[src/rtl/clock_pkg.sv]
// Shared definitions for the clock-setting datapath: mode encoding and field limits,
// used by the counters, the display and the set controller.
package clock_pkg;

    typedef enum logic [1:0] {
        MODE_RUN      = 2'd0,
        MODE_SET_HOUR = 2'd1,
        MODE_SET_MIN  = 2'd2,
        MODE_COMMIT   = 2'd3
    } mode_e;

    localparam logic [5:0] SEC_MAX  = 6'd59;
    localparam logic [5:0] MIN_MAX  = 6'd59;
    localparam logic [4:0] HOUR_MAX = 5'd23;

endpackage

[src/rtl/clock_field_edit.sv]
// Editable copy of one time field: loads a snapshot of the live counter, then
// increments with wrap from MAX back to zero.
module clock_field_edit #(
    parameter int WIDTH = 6,
    parameter int MAX   = 59
) (
    input  logic             clk,
    input  logic             rst,
    input  logic             capture,
    input  logic [WIDTH-1:0] capture_val,
    input  logic             inc,
    output logic [WIDTH-1:0] value
);

    localparam logic [WIDTH-1:0] MAX_V = WIDTH'(MAX);

    always_ff @(posedge clk or posedge rst) begin
        if (rst) begin
            value <= '0;
        end else if (capture) begin
            value <= capture_val;
        end else if (inc) begin
            value <= (value == MAX_V) ? '0 : value + 1'b1;
        end
    end

endmodule

[src/rtl/clock_set_ctrl.sv]
// Time-setting controller: gates the live counter enables in RUN, walks the user
// through hour/minute edits, and presets all counters with one load strobe on commit.
module clock_set_ctrl
    import clock_pkg::*;
#(
    parameter int TIMEOUT_S = 30
) (
    input  logic       clk,
    input  logic       rst,
    input  logic       tick_1hz,
    input  logic       btn_mode,
    input  logic       btn_inc,
    input  logic [5:0] sec_q,
    input  logic [5:0] min_q,
    input  logic [4:0] hour_q,
    output logic       sec_en,
    output logic       min_en,
    output logic       hour_en,
    output logic       load,
    output logic [5:0] sec_d,
    output logic [5:0] min_d,
    output logic [4:0] hour_d,
    output logic [1:0] mode,
    output logic       blink
);

    localparam logic [1:0] RUN      = MODE_RUN;
    localparam logic [1:0] SET_HOUR = MODE_SET_HOUR;
    localparam logic [1:0] SET_MIN  = MODE_SET_MIN;
    localparam logic [1:0] COMMIT   = MODE_COMMIT;

    localparam int TW = $clog2(TIMEOUT_S + 1);
    localparam logic [TW-1:0] TIMEOUT_LAST = TW'(TIMEOUT_S - 1);

    logic [1:0]    state;
    logic [1:0]    next_state;
    logic [TW-1:0] timeout;
    logic          in_set;
    logic          next_in_set;
    logic          timeout_hit;
    logic          capture;
    logic          inc_hour;
    logic          inc_min;
    logic [4:0]    edit_hour;
    logic [5:0]    edit_min;

    assign in_set      = (state == SET_HOUR) || (state == SET_MIN);
    assign next_in_set = (next_state == SET_HOUR) || (next_state == SET_MIN);
    assign timeout_hit = in_set && !btn_mode && !btn_inc && tick_1hz && (timeout == TIMEOUT_LAST);

    // btn_mode has priority, so a simultaneous btn_inc never reaches the edit registers
    assign capture  = (state == RUN) && btn_mode;
    assign inc_hour = (state == SET_HOUR) && btn_inc && !btn_mode;
    assign inc_min  = (state == SET_MIN) && btn_inc && !btn_mode;

    always_comb begin
        next_state = state;
        case (state)
            RUN: begin
                if (btn_mode) next_state = SET_HOUR;
            end
            SET_HOUR: begin
                if (btn_mode)         next_state = SET_MIN;
                else if (timeout_hit) next_state = RUN;
            end
            SET_MIN: begin
                if (btn_mode)         next_state = COMMIT;
                else if (timeout_hit) next_state = RUN;
            end
            default: next_state = RUN;
        endcase
    end

    always_ff @(posedge clk or posedge rst) begin
        if (rst) begin
            state <= RUN;
        end else begin
            state <= next_state;
        end
    end

    // Idle seconds since the last press; held at zero outside the edit states
    always_ff @(posedge clk or posedge rst) begin
        if (rst) begin
            timeout <= '0;
        end else if (!next_in_set || btn_mode || btn_inc) begin
            timeout <= '0;
        end else if (tick_1hz) begin
            timeout <= timeout + 1'b1;
        end
    end

    always_ff @(posedge clk or posedge rst) begin
        if (rst) begin
            blink <= 1'b0;
        end else if (!next_in_set || inc_hour || inc_min) begin
            blink <= 1'b0;
        end else if (tick_1hz) begin
            blink <= ~blink;
        end
    end

    clock_field_edit #(
        .WIDTH (5),
        .MAX   (int'(HOUR_MAX))
    ) u_hour_edit (
        .clk         (clk),
        .rst         (rst),
        .capture     (capture),
        .capture_val (hour_q),
        .inc         (inc_hour),
        .value       (edit_hour)
    );

    clock_field_edit #(
        .WIDTH (6),
        .MAX   (int'(MIN_MAX))
    ) u_min_edit (
        .clk         (clk),
        .rst         (rst),
        .capture     (capture),
        .capture_val (min_q),
        .inc         (inc_min),
        .value       (edit_min)
    );

    assign sec_en  = (state == RUN) && tick_1hz;
    assign min_en  = sec_en && (sec_q == SEC_MAX);
    assign hour_en = min_en && (min_q == MIN_MAX);

    assign mode   = state;
    assign load   = (state == COMMIT);
    assign hour_d = load ? edit_hour : 5'd0;
    assign min_d  = load ? edit_min : 6'd0;
    assign sec_d  = 6'd0;

endmodule

[config.mk]
export PLATFORM = sky130hd
export DESIGN_NAME = clock_set_ctrl
export DESIGN_NICKNAME = d
export VERILOG_FILES = /design/src/rtl/clock_pkg.sv /design/src/rtl/clock_field_edit.sv /design/src/rtl/clock_set_ctrl.sv
export SDC_FILE = /design/constraint.sdc
export NUM_CORES = 1
export LEC_CHECK = 0
export BUFFER_PORTS_ARGS = -buffer_cell sky130_fd_sc_hd__buf_2
export CAP_MARGIN = 10
export CORE_MARGIN = 8
export CORE_UTILIZATION = 50
export DETAILED_ROUTE_END_ITERATION = 10
export GPL_TIMING_DRIVEN = 0
export PLACE_DENSITY = 0.77
export SLEW_MARGIN = 20
export SYNTH_ARGS = -nofsm -noshare
export SYNTH_HDL_FRONTEND = slang
export SYNTH_SLANG_ARGS = --single-unit
[constraint.sdc]
create_clock -name clk -period 2.3 [get_ports clk]
set_clock_uncertainty 0.2 [all_clocks]
set_input_delay 0.115 -clock clk [delete_from_list [all_inputs] [get_ports clk]]
set_output_delay 0.115 -clock clk [all_outputs]
set_load 0.01 [all_outputs]
==> results.toml <==
[cells_and_area]
layout-drive-gt1-share_pct = 28.5
nFillCells = 237
fin_area_um2 = 1770
layout_commonest_cell = "buf_2"
final_util_pct = 65.7
areaGrowthSynthToFinish_pct = 29.2
final_nets = 238
final_cell_mix = "38 x buf_2, 17 x dfrtp_1, 14 x and2_1, 12 x dlygate4sd3_1, 9 x nand2_1"
instances_no_fill = 238
diodes = 0

[cts]
clock_sinks = 19
cts_tree = "built"
cts.clk_slew.worst_paths_ns = 0.11
cts_inserted_buffers = 3
h-tree-depth = 1
cts_root_buf = "clkbuf_4"
clockBufferDepth = 2
clock_latency_ns = 0.31

[timing]
hold_violations = 0
finalCritPeriodShare_pct = 92.7
finalSetupTns_ns = 0
post-route-min-period_ns = 2.13
slew-limit-headroom_pct = 51.4
fmax_mhz = 469
setup-violations-final = 0
final.hold.worst_slack_ns = 0.0491
setup_ws_ns = 0.167
tightest_slew_ns = 0.729
slew_viol_final = 0
rsz0062_at_grt = "false"

[detailed_routing]
vias = 1340
firstDrtPassIters = 4
vias_per_cell = 5.63
route.detailed.drc = 0
wl_per_cell_um = 15.4
routed_wl_mm = 3.66
drt-initial-drc-count = 103
postRouteAntennaNets = 0

[worst_setup_path]
cp-start-kind = "register"
worstPathRequired_ns = 2.28
crit_path_top_delay_cell = "dfrtp_2"
crit_chain = "inv_1, ha_1, nand2b_4, a211oi_2, mux2i_2, nor3_1"
path_max_fanout = 6
slowest_delay_ns = 0.46
r2r_cells = 6
end_kind = "register"
arrival_ns = 2.11
worstSetupPathType = "register to register"

[yosys]
ys_seq_area_share_pct = 34.8
synth_enable_flop_cells = 0
yosys_register_bits = 19
synth_top_area_share_pct = 34.8
yosysTopAreaCell = "dfrtp_1"
ys_warn_count = 0
netlist_area_um2 = 1370
ys.flop_type = "dfrtp_1"
ys_top_cells_by_area = "dfrtp_1 35%, ha_1 7.3%, and2_1 6.4%"
synth_cells = 149
synth.avg_cell_area_um2 = 9.17
synthDistinctLibCells = 46
async_reset_ff_share_pct = 100

[pwr]
powerDensity_nw_per_um2 = 929
finalPower_mw = 1.64
p_leak_nw = 0.862
ir_worst_vdd_v = 0.000682

[min_path]
whs_path_depth = 4
hold_class = "primary input to register"

[grt]
grt_pass1_wl_mm = 5.97
grt_use_total_pct = 16.5
overflow = 0
grt_antenna_before_repair = 0
grt_max_degree = 20
grt_pass1_vias = 1349

[placed_design]
place_hpwl_mm = 2.74
portBuffers = 37
place_area_um2 = 1610
pre_cts_slack_ns = 0.128
place_inst = 222
gp_congestion = 0.822

[die]
start_util_pct = 50.9
die_w_um = 68.3
design.core.area_um2 = 2690
ioPinCount = 46
die_area_um2 = 4660
die_h_um = 68.3
rows = 19

[outcome]
status = "finished, final reports clean"

[job]
max_cap_viol_count = 0
[synthesized netlist by cell type, drive strengths merged (3+ instances only)]
library cell / instances
nor4: 6
o21ai: 12
inv: 5
nor3b: 3
nand2: 9
xor2: 4
nand4: 3
ha: 8
buf: 8
nor2b: 4
clkbuf: 4
nand4b: 4
nor3: 3
and3: 3
and2: 14
nor2: 8
nand3: 4
dfrtp: 19
[kinds of logic after synthesis]
family	synth area share, %
muxes	1.47
and+or+nand+nor	29.1
xor gates and xnor gates	3.20
buffers and inverters	6.96
other	0.274
adders and majority gates	7.33
AOI/OAI and AO/OA	16.8
DFF	34.8
[worst paths after layout]
path	startpoint	end	slack, ns
hold reg to reg	u_min_edit.value[0]	u_min_edit.value[0]	0.37
setup reg to reg	mode[1]	blink	0.17
max in group asynchronous	rst	mode[0]	1.14
min in group asynchronous	rst	u_hour_edit.value[0]	0.25
hold / removal	hour_q[2]	u_hour_edit.value[2]	0.05
setup / recovery	mode[1]	blink	0.17
[where the power goes]
group | internal, mW | switching, mW | leakage [nW]
clock network | 0.0650 | 0.113 | 0.0177
logic | 0.387 | 0.465 | 0.606
registers | 0.457 | 0.153 | 0.238
[flip-flops by register name (all words and copies together) (netlist names)]
signal,count
u_hour_edit.value,5
u_min_edit.value,6
timeout,5
blink,1
mode,2
[layout make-up]
class / instances / area (um^2) / area share (%)
plain buffers: 12 / 76.3 / 4.32
clock inverters: 1 / 5.00 / 0.283
multi-input cells: 118 / 821 / 46.5
well taps: 31 / 38.8 / 2.20
repair buffers: 49 / 305 / 17.3
inverters: 5 / 18.8 / 1.06
clock buffers: 3 / 22.5 / 1.28
flip-flops and latches: 19 / 478 / 27.1
[what timing repair did]
action,in CTS,in global routing
setup endpoints to repair,0,4
hold endpoints to repair,30,0
hold buffers,12,0
resized for setup,0,4
setup buffers,0,0
[routing by layer]
layer	track usage, %	share of wire [%]
met3	2.95	6.3
met4	5.88	1.2
met5	0	0
met2	31.1	52
met1	17.9	41
[worst max-delay path: cells and delay by family (launching register included)]
family	cells	cell delay (ns)
AO/OA/AOI/OAI	1	0.29
flip-flops	1	0.46
buffers and inverters	1	0.09
multiplexers	1	0.45
AND/OR/NAND/NOR	2	0.18
adder cells (fa/ha/maj)	1	0.32
Note: power is estimated with default switching activity, not from simulation.
